`config.mk`:
```
export PLATFORM = sky130hd
export DESIGN_NAME = alu_rr_scheduler_flat
export DESIGN_NICKNAME = d
export VERILOG_FILES = /design/src/rtl/alu_rr_scheduler_if.sv /design/src/rtl/alu_rr_scheduler.sv /design/src/flat_wrapper.sv
export SDC_FILE = /design/constraint.sdc
export NUM_CORES = 1
export LEC_CHECK = 0
export CORE_ASPECT_RATIO = 0.9
export CORE_MARGIN = 4
export CORE_UTILIZATION = 42
export CTS_BUF_LIST = sky130_fd_sc_hd__clkbuf_4 sky130_fd_sc_hd__clkbuf_8 sky130_fd_sc_hd__clkbuf_16
export DETAILED_ROUTE_END_ITERATION = 6
export PLACE_DENSITY = 0.95
export SETUP_SLACK_MARGIN = 0.1
export SLEW_MARGIN = 0
export SYNTH_ARGS = -nofsm -noshare
export SYNTH_HDL_FRONTEND = slang
export SYNTH_SLANG_ARGS = --single-unit
```
`constraint.sdc`:
```
create_clock -name clk -period 2.8 [get_ports clk]
set_input_delay 0.56 -clock clk [delete_from_list [all_inputs] [get_ports clk]]
set_output_delay 0.56 -clock clk [all_outputs]
set_load 0.01 [all_outputs]
```
`src/rtl/alu_rr_scheduler_if.sv`:
```
// Request / response / ALU bundle for alu_rr_scheduler.
// master = requesters, response consumer and the ALU in the parent.
// slave  = the scheduler itself.
// Optional macro ALU_RR_SCHEDULER_LOCK_EN adds the req_lock signal.
//
// Handshake rule for both channels: a transfer happens on a rising clk edge
// where valid && ready are both 1; the sender holds its payload stable while
// valid=1 and the transfer has not yet happened.
interface alu_rr_scheduler_if #(
  parameter int DATA_W = 4,
  parameter int OP_W   = 3
);
  logic [1:0]        req_valid;
  logic [1:0]        req_ready;
  logic [DATA_W-1:0] req0_a;
  logic [DATA_W-1:0] req0_b;
  logic [OP_W-1:0]   req0_op;
  logic [DATA_W-1:0] req1_a;
  logic [DATA_W-1:0] req1_b;
  logic [OP_W-1:0]   req1_op;
  logic              rsp_valid;
  logic              rsp_ready;
  logic              rsp_id;
  logic [DATA_W-1:0] rsp_y;
  logic              rsp_carry;
  logic [DATA_W-1:0] alu_a;
  logic [DATA_W-1:0] alu_b;
  logic [OP_W-1:0]   alu_sel;
  logic [DATA_W-1:0] alu_y;
  logic              alu_carry;
`ifdef ALU_RR_SCHEDULER_LOCK_EN
  logic [1:0]        req_lock;

  modport master (
    output req_valid, req0_a, req0_b, req0_op, req1_a, req1_b, req1_op,
    output rsp_ready, alu_y, alu_carry, req_lock,
    input  req_ready, rsp_valid, rsp_id, rsp_y, rsp_carry,
    input  alu_a, alu_b, alu_sel
  );

  modport slave (
    input  req_valid, req0_a, req0_b, req0_op, req1_a, req1_b, req1_op,
    input  rsp_ready, alu_y, alu_carry, req_lock,
    output req_ready, rsp_valid, rsp_id, rsp_y, rsp_carry,
    output alu_a, alu_b, alu_sel
  );
`else
  modport master (
    output req_valid, req0_a, req0_b, req0_op, req1_a, req1_b, req1_op,
    output rsp_ready, alu_y, alu_carry,
    input  req_ready, rsp_valid, rsp_id, rsp_y, rsp_carry,
    input  alu_a, alu_b, alu_sel
  );

  modport slave (
    input  req_valid, req0_a, req0_b, req0_op, req1_a, req1_b, req1_op,
    input  rsp_ready, alu_y, alu_carry,
    output req_ready, rsp_valid, rsp_id, rsp_y, rsp_carry,
    output alu_a, alu_b, alu_sel
  );
`endif
endinterface

```
`src/rtl/alu_rr_scheduler.sv`:
```
// Round-robin scheduler sharing one external combinational ALU between two
// requesters. Flow per op: IDLE (grant + latch operands) -> EXEC (ALU
// settles, result captured) -> RESP (hold result until consumed).
// Optional macro ALU_RR_SCHEDULER_LOCK_EN: a requester asserting req_lock at
// its response handshake keeps priority for the next arbitration.
// o_dbg_state exposes the FSM state for observation.
module alu_rr_scheduler #(
  parameter int DATA_W = 4,
  parameter int OP_W   = 3
) (
  input  logic              clk,
  input  logic              rst,
  alu_rr_scheduler_if.slave bus,
  output logic [1:0]        o_dbg_state
);

  typedef enum logic [1:0] {
    ST_IDLE = 2'd0,
    ST_EXEC = 2'd1,
    ST_RESP = 2'd2
  } state_t;

  state_t            r_state;
  state_t            w_next_state;
  logic              r_ptr;
  logic [DATA_W-1:0] r_alu_a;
  logic [DATA_W-1:0] r_alu_b;
  logic [OP_W-1:0]   r_alu_sel;
  logic              r_rsp_valid;
  logic              r_rsp_id;
  logic [DATA_W-1:0] r_rsp_y;
  logic              r_rsp_carry;
  logic [1:0]        w_grant;
  logic              w_grant_id;
  logic              w_prio;
`ifdef ALU_RR_SCHEDULER_LOCK_EN
  // Lock owner is r_rsp_id: it cannot change before the next grant,
  // and the next grant clears the lock.
  logic              r_lock;
`endif

  // Arbitration: only in IDLE and out of reset; ptr (or lock owner) breaks ties
  always_comb begin
    w_prio = r_ptr;
`ifdef ALU_RR_SCHEDULER_LOCK_EN
    if (r_lock) w_prio = r_rsp_id;
`endif
    w_grant = 2'b00;
    if (r_state == ST_IDLE && !rst) begin
      case (bus.req_valid)
        2'b01:   w_grant = 2'b01;
        2'b10:   w_grant = 2'b10;
        2'b11:   w_grant = w_prio ? 2'b10 : 2'b01;
        default: w_grant = 2'b00;
      endcase
    end
    w_grant_id = w_grant[1];
  end

  // Next-state logic
  always_comb begin
    w_next_state = r_state;
    case (r_state)
      ST_IDLE: if (|w_grant) w_next_state = ST_EXEC;
      ST_EXEC: w_next_state = ST_RESP;
      ST_RESP: if (bus.rsp_ready) w_next_state = ST_IDLE;
      default: w_next_state = ST_IDLE;
    endcase
  end

  // State register
  always_ff @(posedge clk) begin
    if (rst) r_state <= ST_IDLE;
    else     r_state <= w_next_state;
  end

  // Datapath: operand latch on grant, result capture in EXEC, pointer update on handshake
  always_ff @(posedge clk) begin
    if (rst) begin
      r_ptr       <= 1'b0;
      r_alu_a     <= '0;
      r_alu_b     <= '0;
      r_alu_sel   <= '0;
      r_rsp_valid <= 1'b0;
      r_rsp_id    <= 1'b0;
      r_rsp_y     <= '0;
      r_rsp_carry <= 1'b0;
`ifdef ALU_RR_SCHEDULER_LOCK_EN
      r_lock      <= 1'b0;
`endif
    end else begin
      case (r_state)
        ST_IDLE: begin
          if (|w_grant) begin
            r_alu_a   <= w_grant_id ? bus.req1_a  : bus.req0_a;
            r_alu_b   <= w_grant_id ? bus.req1_b  : bus.req0_b;
            r_alu_sel <= w_grant_id ? bus.req1_op : bus.req0_op;
            r_rsp_id  <= w_grant_id;
          end
`ifdef ALU_RR_SCHEDULER_LOCK_EN
          // Lock is consumed by any grant, or dropped when its owner is idle
          if (r_lock && ((|w_grant) || !bus.req_valid[r_rsp_id])) r_lock <= 1'b0;
`endif
        end
        ST_EXEC: begin
          r_rsp_y     <= bus.alu_y;
          r_rsp_carry <= bus.alu_carry;
          r_rsp_valid <= 1'b1;
        end
        ST_RESP: begin
          if (bus.rsp_ready) begin
            r_rsp_valid <= 1'b0;
`ifdef ALU_RR_SCHEDULER_LOCK_EN
            if (bus.req_lock[r_rsp_id]) r_lock <= 1'b1;
            else                        r_ptr  <= ~r_rsp_id;
`else
            r_ptr <= ~r_rsp_id;
`endif
          end
        end
        default: ;
      endcase
    end
  end

  assign bus.req_ready = w_grant;
  assign bus.rsp_valid = r_rsp_valid;
  assign bus.rsp_id    = r_rsp_id;
  assign bus.rsp_y     = r_rsp_y;
  assign bus.rsp_carry = r_rsp_carry;
  assign bus.alu_a     = r_alu_a;
  assign bus.alu_b     = r_alu_b;
  assign bus.alu_sel   = r_alu_sel;
  assign o_dbg_state   = r_state;

endmodule

```
`src/flat_wrapper.sv`:
```
// flat-port wrapper written by rule: the top's interface ports become plain ports
module alu_rr_scheduler_flat 
#(
  parameter int DATA_W = 4,
  parameter int OP_W   = 3
)
  (clk, rst, o_dbg_state, bus_req_valid, bus_req0_a, bus_req0_b, bus_req0_op, bus_req1_a, bus_req1_b, bus_req1_op, bus_rsp_ready, bus_alu_y, bus_alu_carry, bus_req_ready, bus_rsp_valid, bus_rsp_id, bus_rsp_y, bus_rsp_carry, bus_alu_a, bus_alu_b, bus_alu_sel);
  alu_rr_scheduler_if #(.DATA_W(DATA_W), .OP_W(OP_W)) bus_i ();
  input  logic clk;
  input  logic rst;
  output logic [1:0] o_dbg_state;
  input wire logic [$bits(bus_i.req_valid)-1:0] bus_req_valid;
  input wire logic [$bits(bus_i.req0_a)-1:0] bus_req0_a;
  input wire logic [$bits(bus_i.req0_b)-1:0] bus_req0_b;
  input wire logic [$bits(bus_i.req0_op)-1:0] bus_req0_op;
  input wire logic [$bits(bus_i.req1_a)-1:0] bus_req1_a;
  input wire logic [$bits(bus_i.req1_b)-1:0] bus_req1_b;
  input wire logic [$bits(bus_i.req1_op)-1:0] bus_req1_op;
  input wire logic [$bits(bus_i.rsp_ready)-1:0] bus_rsp_ready;
  input wire logic [$bits(bus_i.alu_y)-1:0] bus_alu_y;
  input wire logic [$bits(bus_i.alu_carry)-1:0] bus_alu_carry;
  output wire logic [$bits(bus_i.req_ready)-1:0] bus_req_ready;
  output wire logic [$bits(bus_i.rsp_valid)-1:0] bus_rsp_valid;
  output wire logic [$bits(bus_i.rsp_id)-1:0] bus_rsp_id;
  output wire logic [$bits(bus_i.rsp_y)-1:0] bus_rsp_y;
  output wire logic [$bits(bus_i.rsp_carry)-1:0] bus_rsp_carry;
  output wire logic [$bits(bus_i.alu_a)-1:0] bus_alu_a;
  output wire logic [$bits(bus_i.alu_b)-1:0] bus_alu_b;
  output wire logic [$bits(bus_i.alu_sel)-1:0] bus_alu_sel;
  assign bus_i.req_valid = bus_req_valid;
  assign bus_i.req0_a = bus_req0_a;
  assign bus_i.req0_b = bus_req0_b;
  assign bus_i.req0_op = bus_req0_op;
  assign bus_i.req1_a = bus_req1_a;
  assign bus_i.req1_b = bus_req1_b;
  assign bus_i.req1_op = bus_req1_op;
  assign bus_i.rsp_ready = bus_rsp_ready;
  assign bus_i.alu_y = bus_alu_y;
  assign bus_i.alu_carry = bus_alu_carry;
  assign bus_req_ready = bus_i.req_ready;
  assign bus_rsp_valid = bus_i.rsp_valid;
  assign bus_rsp_id = bus_i.rsp_id;
  assign bus_rsp_y = bus_i.rsp_y;
  assign bus_rsp_carry = bus_i.rsp_carry;
  assign bus_alu_a = bus_i.alu_a;
  assign bus_alu_b = bus_i.alu_b;
  assign bus_alu_sel = bus_i.alu_sel;
  alu_rr_scheduler #(.DATA_W(DATA_W), .OP_W(OP_W)) u_core (.clk(clk), .rst(rst), .bus(bus_i), .o_dbg_state(o_dbg_state));
endmodule
```
# Yosys cells after proc, flatten, opt, wreduce, memory -nomap -nowiden
# Cells that the tools add are included.
# word_totals
output_inout_bits	22
word_cells	37
reg_bits	21
input_bits	32
# classes
n_reduce_logical	9
n_eq_ne	7
n_mux	11
bitwise_logic	1
# op_table
op	n
2-bit one-hot mux with 3 select lines	2
2-bit two-way mux	4
4-bit two-way mux	2
2-bit AND reduction	4
2-bit equality test (second input constant)	3
2-bit by 1-bit equality test with 1-bit output (second input constant)	2
2-bit != test (second input constant)	2
3-bit two-way mux	1
2-bit zero test	1
1-bit one-hot mux with 2 select lines	1
2-bit nonzero test	1
2-bit OR reduction	1
1-bit logical AND	1
1-bit zero test	1
1-bit two-way mux	1
1-bit NOT	1

# Logic depth before layout (Yosys ltp)
# Gate-level depths: netlist of the first run.
# depth
depth_word	6
mapped_depth	4
depth_no_buf	3

# Worst setup path after synthesis of the first run
# No wires, ideal clock.
# synth_path
path_type	in2out
start	input rst
end	output bus_req_ready[1]
setup_slack_ns	0.981
n_path_buf	1
path_stages	3
required_time_ns	2.240
arrival_ns	1.259
path_cell_list	or3_4 -> buf_6 -> nor3_4
# synth_via
elab_chain_cells	3
# synth_rtl
item	line_no	text
start, declared	flat_wrapper.sv:10	input logic rst;
1-bit zero test	alu_rr_scheduler.sv:49	if (r_state == ST_IDLE && !rst) begin
1-bit logical AND	alu_rr_scheduler.sv:49	
2-bit two-way mux	alu_rr_scheduler.sv:49	
end, declared	flat_wrapper.sv:22	output wire logic [$bits(bus_i.req_ready)-1:0] bus_req_ready;
# Every way passes these cells.

# Final worst setup path of the first run
# layout_path
start	input rst
end	output bus_req_ready[0]
# Same word-level chain as after synthesis.

==> out/summary.txt, run 1 <==
Status -> completed
Hold Violations, Final -> 0
Top-count cell post-synth -> dfxtp_1
Clock Latency Late Sink -> 0.31 ns
Initial drt markers -> 61
Sw Ratio -> 30.41%
Initial Utilization -> 43.97%
Tightest Hold Check Type -> reg2reg
Die Wd -> 61.57 um
Htree depth -> 1
Int Pwr -> 0.5210 mW
Drt via density -> 5.937
Share of synthesized registers carrying an async set or reset -> 0%
Drt pass-1 iters -> 4
P_leak -> 0.5891 nW
Crit end category -> output port
Rel. slew slack -> 71.23%
Largest net degree at the start of global routing -> 24
Routed WL per cell -> 17.31 um
ANT cells -> 0
CTS root buf -> clkbuf_4
TNS Setup -> 0 ns
Synth top area cells -> dfxtp_1, o31ai_2, a311oi_1
Top Ports -> 54
GRT Util Overall -> 19.26%
Simple-gate share of the synthesized area -> 19.84%
First-pass GRT wire length -> 5.244 mm
CTS buffer count -> 3
Area fraction of the dominant cell type after synthesis -> 38.75%
Final ANT Viol Nets -> 0
Grt total ovfl -> 0
Post-route DRC -> 0
Post-synth top flop -> dfxtp_1
Seq/Total Area, Yosys -> 38.75%
Combinational power share -> 32.0%
Clock network power share -> 21.9%
Kind of critical path -> in2out
Post-synth EDFFs -> 0
Adder-Cell Fraction of Synth Area -> 0%
Count of different cell masters after synthesis -> 29
Final WS setup -> 0.1718 ns
Net switching power -> 0.2276 mW
Max Cap Viol -> 0
Full die area -> 0.003461 mm2
Top cell type by total area after synthesis -> dfxtp_1
Worst VDD drop -> 0.0003689 V
Sequential Power Share -> 46.1%
Initial antenna violation count -> 0
Core area -> 0.002467 mm2
#FFs+latches synth -> 21
Xor and xnor area share after synthesis -> 0%
YS warnings -> 0
Final min period -> 2.628 ns
HPWL after DPL -> 2.402 mm
Portion of netlist area occupied by mux cells -> 4.614%
Max Clk Rate -> 380.5 MHz
Vias in the first global route -> 1123
Placement Setup Slack -> 0.1442 ns
Die Y -> 56.22 um
Post-place instance area -> 0.001624 mm2
Mapped Cells -> 112
Row count -> 17
Final setup fails -> 0
Worst Path Max Fanout -> 21
Worst EP arrival -> 2.07 ns
Routed WL -> 3.307 mm
Slew Limit Fails -> 0
Fraction of layout cells with a size suffix above 1 -> 15.95%
Worst-Margin Slew -> 0.4316 ns
Via count -> 1134
Nets -> 196
Clk_skew -> 0.003598 ns
Port bufs -> 53
Netlist Area Pre-Place -> 0.001085 mm2
Average size of a mapped cell -> 9.686 um2
Crit start category -> input pin
Syn Nets -> 144
TritonCTS clock tree -> yes
Period utilization -> 93.86%
Synth Area in Compound Gates -> 29.18%
Commonest cells in the netlist -> dfxtp_1, a21oi_1, a311oi_1, nand4_1, nor2_1
Clock Tree Buf Depth -> 2
Required time of the critical path -> 2.24 ns
Sink Count -> 21
Pwr per Cell Area -> 451.9 mW/mm2
GP Congestion -> 0.8030
Largest family of logic cells by synthesized area -> compound AO/OA/AOI/OAI gates
RSZ-0062 raised after global routing -> no
Clock Pin Slew Worst Setup and Hold Paths -> 0.12 ns
Synth-to-layout area growth -> 52.71%
Final Cell Area -> 0.001657 mm2
-- final cells by class --
| cell class | count | area (um2) |
|---|---|---|
| Fill cell | 185 | 810.8 |
| Multi-Input combinational cell | 76 | 581.8 |
| Timing Repair Buffer | 59 | 578.1 |
| Tap cell | 28 | 35.03 |
| Inverter | 3 | 11.26 |
| Sequential cell | 21 | 420.4 |
| Clock buffer | 4 | 30.03 |
-- cells in the final DEF, fill, tap and decap left out --
| cell | instances |
|---|---|
| inv_1 | 3 |
| nand4_1 | 11 |
| o31ai_4 | 1 |
| nor2_1 | 10 |
| o31ai_2 | 8 |
| clkbuf_4 | 4 |
| clkdlybuf4s50_1 | 52 |
| and2_1 | 1 |
| nand2b_1 | 1 |
| dfxtp_1 | 21 |
| nand2_1 | 2 |
| or2_2 | 1 |
| a21oi_1 | 11 |
| or3_4 | 1 |
| and3_1 | 1 |
| dlymetal6s2s_1 | 1 |
| and3b_2 | 1 |
| mux2i_1 | 5 |
| a211oi_1 | 2 |
| nor2b_1 | 1 |
| nor3b_1 | 1 |
| o21ai_0 | 1 |
| o31ai_1 | 2 |
| buf_4 | 6 |
| nor3_4 | 2 |
| and2b_2 | 1 |
| a311oi_1 | 11 |
| a31o_2 | 1 |
-- worst paths after layout --
path,to,slack (ns),cells past startpoint,startpoint
worst max-delay path,bus_req_ready[0],0.17,5,rst
worst min-delay path,u_core.r_ptr,0.52,1,u_core.bus.rsp_id
worst max register to register,u_core.bus.alu_b[1],1.11,4,u_core.o_dbg_state[1]
worst min register to register,u_core.r_ptr,0.52,1,u_core.bus.rsp_id
-- sequential cells by signal, indices dropped and copies added, names as in the netlist --
register,cells
u_core.bus.alu_a,4
u_core.bus.alu_b,4
u_core.bus.alu_sel,3
u_core.bus.rsp_carry,1
u_core.bus.rsp_id,1
u_core.bus.rsp_valid,1
u_core.bus.rsp_y,4
u_core.o_dbg_state,2
u_core.r_ptr,1
-- critical path, stage by stage --
cell	delay, ns
clkdlybuf4s50_1	0.42
buf_4	0.22
nor3_4	0.14
and3_1	0.18
clkdlybuf4s50_1	0.55
-- per-layer routing --
metal / wire length [um] / up-vias / part of all wire, % / track usage [%]
met3: 249 / 6 / 7.5 / 3.944
li1: - / 532 / - / -
met5: 0 / - / 0 / 0
met1: 1245 / 544 / 38 / 24.23
met4: 55 / 0 / 1.7 / 5.758
met2: 1757 / 52 / 53 / 32.14
-- stage by stage --
stage / power [mW] / util [%] / hold WS (ns) / instances
after floorplan: 0.4695 / - / 0.4987 / 112
after global placement: 0.5803 / 65.82 / 0.4568 / 187
after detailed placement: 0.5896 / 65.82 / 0.4844 / 187
after CTS: 0.7489 / 67.04 / 0.5071 / 191
after global routing: 0.7787 / 67.14 / 0.5290 / 191
final: 0.7486 / 67.14 / 0.5190 / 191
-- cell families after synthesis --
family | Yosys count
AO/OA/AOI/OAI | 37
buffers and inverters | 15
flip-flops | 21
multiplexers | 5
AND/OR/NAND/NOR | 34
-- repair_timing --
item                                    CTS  global route
hold buffers                              0             0
gates resized for setup                   0             1
endpoints found under the setup margin    0             1
buffers inserted                          0             0
-- power by group through the flow --
stage	Combinational (mW)	Clock, mW	Sequential (mW)
after floorplan	0.109	0	0.361
after global placement	0.231	0	0.349
after detailed placement	0.238	0	0.352
after CTS	0.240	0.164	0.345
after global routing	0.255	0.175	0.349
final	0.240	0.164	0.345
Note: power is estimated with default switching activity, not from simulation.
==> run 2: changes to the inputs <==
Settings changed: CAP_MARGIN set to 20, CORE_UTILIZATION 42 to 39, PLACE_DENSITY 0.95 to 0.9.
Clock period 2.8 ns to 2.67 ns, I/O delays scaled along.
==> run 2 against run 1 <==
Final area rose by 0.15%; first-iteration DRC count rose by 54%; hold slack got worse by 0.024 ns; critical path depth fell by 1; clock power barely moved; global-route usage fell by 0.22 points; clock skew rose by 0.00089 ns; non-clock buffer count did not move; sequential power rose by 5%; combinational power rose by 6%; largest cell class unchanged.
==> out/summary.txt, run 2 (same netlist as run 1, synthesis figures left out) <==
Post-place instance area -> 0.001624 mm2
Routed WL -> 3.437 mm
Final min period -> 2.345 ns
Period utilization -> 87.84%
Hold wc startpoint -> u_core.bus.rsp_id
Rel. slew slack -> 69.21%
Vias in the first global route -> 1152
Row count -> 17
Final setup fails -> 0
Slew Limit Fails -> 0
Post-CTS setup repair buffer count -> 0
Final Cell Area -> 0.001659 mm2
Required time of the critical path -> 2.14 ns
Clock Tree Buf Depth -> 2
Synth-to-layout area growth -> 52.94%
Tightest Hold Check Type -> reg2reg
Total placed cells including tap cells -> 187
Core area -> 0.002552 mm2
TritonCTS clock tree -> yes
Most common cell after layout, fill and taps aside -> clkdlybuf4s50_1
Final std cells w/o fill -> 191
CTS buffer count -> 3
Fraction of layout cells with a size suffix above 1 -> 15.95%
Worst r2r src -> u_core.o_dbg_state[1]
Die Wd -> 63.59 um
Initial antenna violation count -> 0
Worst setup path start -> rst
Grt total ovfl -> 0
Sink Count -> 21
Die Y -> 58.04 um
Drt via density -> 5.848
Port bufs -> 53
Crit start category -> input pin
Post-route DRC -> 0
First-pass GRT wire length -> 5.526 mm
GP Congestion -> 0.8570
Hold Violations, Final -> 0
ANT cells -> 0
Kind of critical path -> in2out
Initial drt markers -> 94
Worst VDD drop -> 0.0002663 V
Worst EP arrival -> 1.81 ns
RSZ-0062 raised after global routing -> no
P_leak -> 0.5932 nW
GRT Util Overall -> 19.04%
Clk_skew -> 0.004488 ns
Power consumption -> 0.7781 mW
Leading cell types in the layout, fill and taps excluded -> clkdlybuf4s50_1, dfxtp_1, nand4_1, a21oi_1, a311oi_1
Initial Utilization -> 42.50%
R2r setup slk -> 0.99 ns
Nets -> 196
# hold bufs at CTS -> 0
Routed WL per cell -> 17.99 um
Pwr per Cell Area -> 469.0 mW/mm2
Via count -> 1117
Status -> completed
Final ANT Viol Nets -> 0
Worst Path Max Fanout -> 2
Largest net degree at the start of global routing -> 24
Top Ports -> 54
Max Clk Rate -> 426.4 MHz
CTS root buf -> clkbuf_4
Htree depth -> 1
Clock Latency Late Sink -> 0.30 ns
Crit end category -> output port
TNS Setup -> 0 ns
Clock Pin Slew Worst Setup and Hold Paths -> 0.11 ns
Drt pass-1 iters -> 4
Post-cts repair resize count -> 2
Full die area -> 0.003690 mm2
Max Cap Viol -> 0
HPWL after DPL -> 2.581 mm
Worst-Margin Slew -> 0.4619 ns
[run 2: report_power, final]
part	internal, mW	leakage, nW	switching, mW
Sequential	0.341	0.173	0.0208
Combinational	0.137	0.402	0.117
Clock	0.0684	0.0184	0.0938
[run 2: layer usage]
metal | wire length [um] | global-route usage (%) | vias up | part of all wire [%]
li1 | - | - | 532 | -
met1 | 1426 | 22.47 | 513 | 41
met2 | 1700 | 34.67 | 64 | 49
met3 | 257 | 4.457 | 8 | 7.5
met4 | 52 | 5.231 | 0 | 1.5
met5 | 0 | 0 | - | 0
[run 2: final cells by class]
cell class	instances	area [um2]
Fill cell	225	893.4
Multi-Input combinational cell	76	581.8
Sequential cell	21	420.4
Inverter	3	11.26
Timing Repair Buffer	59	580.6
Tap cell	28	35.03
Clock buffer	4	30.03
[run 2: final timing paths]
path / end / cells after the start
setup / recovery: bus_req_ready[1] / 4
hold / removal: u_core.r_ptr / 1
setup reg to reg: u_core.bus.alu_a[0] / 4
hold reg to reg: u_core.r_ptr / 1
[run 2: critical path: stages]
cell             delay [ns]
clkdlybuf4s50_1        0.43
or3_4                  0.36
nor3_4                 0.19
dlygate4sd2_1          0.29
[run 2: per-stage QoR]
step | util (%) | setup WS [ns] | hold slack [ns]
floorplan | - | 0.9034 | 0.4987
global placement | 63.63 | 0.07336 | 0.4493
detailed placement | 63.63 | 0.07239 | 0.4594
CTS | 64.90 | 0.1265 | 0.4823
global route | 65.00 | 0.2756 | 0.5446
finish | 65.00 | 0.3246 | 0.4954
==> run 3: changes to the inputs <==
Settings changed: MAX_ROUTING_LAYER set to met4.
==> run 3 against run 2 <==
Sequential power about the same; critical path type unchanged; critical path depth stayed put; combinational power hardly changed; first-iteration DRC count down 26%; hold slack barely moved; clock power is essentially flat; via count shrank 1.1%; utilization did not move.
==> out/summary.txt, run 3 (same netlist as run 1, synthesis figures left out) <==
Status -> completed
ANT cells -> 0
# hold bufs at CTS -> 0
Synth-to-layout area growth -> 52.94%
Tightest Hold Check Type -> reg2reg
Final WS setup -> 0.3252 ns
Drt pass-1 iters -> 4
Max Cap Viol -> 0
Pwr per Cell Area -> 470.2 mW/mm2
Grt total ovfl -> 0
Port bufs -> 53
Initial drt markers -> 70
GR Util met3 -> 4.264%
Fill cells -> 225
Worst VDD drop -> 0.0002680 V
Worst Hold Depth -> 1
Multi-input gate area -> 581.8 um2
Hold WS -> 0.4957 ns
TritonCTS clock tree -> yes
Period utilization -> 87.82%
Crit end category -> output port
Vias in the first global route -> 1149
Clock Latency Late Sink -> 0.30 ns
Core Util, Final -> 65.00%
Largest net degree at the start of global routing -> 24
Kind of critical path -> in2out
Worst Path Max Fanout -> 2
RSZ-0062 raised after global routing -> no
Top Usage Layer GRT -> met2
Met1 Track Usage GR -> 22.95%
Most common cell after layout, fill and taps aside -> clkdlybuf4s50_1
CTS buffer count -> 3
TNS Setup -> 0 ns
Crit start category -> input pin
Top Ports -> 54
Grt met2 use -> 34.52%
GRT Util Overall -> 19.71%
Post-CTS setup repair buffer count -> 0
Slew Limit Fails -> 0
Initial antenna violation count -> 0
Clock Pin Slew Worst Setup and Hold Paths -> 0.12 ns
Sink Count -> 21
Placement Setup Slack -> 0.07239 ns
Routed WL per cell -> 18.03 um
Worst EP arrival -> 1.81 ns
Clock Tree Buf Depth -> 2
Htree depth -> 1
Initial Utilization -> 42.50%
Hold Violations, Final -> 0
GP Congestion -> 0.8708
Rel. slew slack -> 68.37%
Reg area -> 420.4 um2
HPWL after DPL -> 2.581 mm
Required time of the critical path -> 2.14 ns
Worst-Margin Slew -> 0.4744 ns
Final ANT Viol Nets -> 0
Clk_skew -> 0.004505 ns
P_leak -> 0.5932 nW
Final min period -> 2.345 ns
Row count -> 17
Fraction of layout cells with a size suffix above 1 -> 15.95%
First-pass GRT wire length -> 5.554 mm
Core area -> 0.002552 mm2
Drt via density -> 5.785
Max Clk Rate -> 426.5 MHz
Full die area -> 0.003690 mm2
CTS root buf -> clkbuf_4
Routed WL -> 3.444 mm
Leading cell types in the layout, fill and taps excluded -> clkdlybuf4s50_1, dfxtp_1, nand4_1, a21oi_1, a311oi_1
Post-route DRC -> 0
Die Y -> 58.04 um
Via count -> 1105
Nets -> 196
Worst Reg2Reg Path Length in Cells -> 4
Die Wd -> 63.59 um
Final setup fails -> 0
run 3: cell counts in the layout (fill, tap and decap cells not counted):
No cell type changed its count.
run 3: cell type report:
cell class / instances / share of cell area [%]
Inverter: 3 / 0.6787
Clock buffer: 4 / 1.810
Multi-Input combinational cell: 76 / 35.07
Tap cell: 28 / 2.112
Timing Repair Buffer: 59 / 34.99
Sequential cell: 21 / 25.34
run 3: final timing paths:
path | slack (ns) | to | start
max | 0.33 | bus_req_ready[1] | rst
min | 0.50 | u_core.r_ptr | u_core.bus.rsp_id
max reg2reg | 0.96 | u_core.bus.alu_a[0] | u_core.o_dbg_state[1]
min reg2reg | 0.50 | u_core.r_ptr | u_core.bus.rsp_id
run 3: critical path, cell delays in order:
cell and delay (ns):
clkdlybuf4s50_1 0.43, or3_4 0.36, nor3_4 0.19, dlygate4sd2_1 0.29
run 3: per-stage QoR:
| stage | area (um2) | total power, mW | cells |
|---|---|---|---|
| after global routing | 1659 | 0.8211 | 191 |
| final | 1659 | 0.7801 | 191 |
| after CTS | 1657 | 0.7844 | 191 |
| after global placement | 1624 | 0.6096 | 187 |
| after floorplan | 1085 | 0.4923 | 112 |
| after detailed placement | 1624 | 0.6221 | 187 |
run 3: where the power goes:
part / leakage, nW / switching (mW) / total [mW] / internal (mW)
Sequential: 0.173 / 0.0209 / 0.362 / 0.341
Combinational: 0.402 / 0.117 / 0.254 / 0.137
Clock: 0.0184 / 0.0957 / 0.164 / 0.0684
run 3: layer usage:
metal | routed length [um] | part of all wire, %
met2 | 1742 | 51
met1 | 1416 | 41
met4 | 47 | 1.4
met5 | 0 | 0
met3 | 238 | 6.9
run 3: repair_timing:
item,in CTS,in global routing
endpoints found under the setup margin,2,1
hold endpoints to repair,0,0
resized for setup,2,1
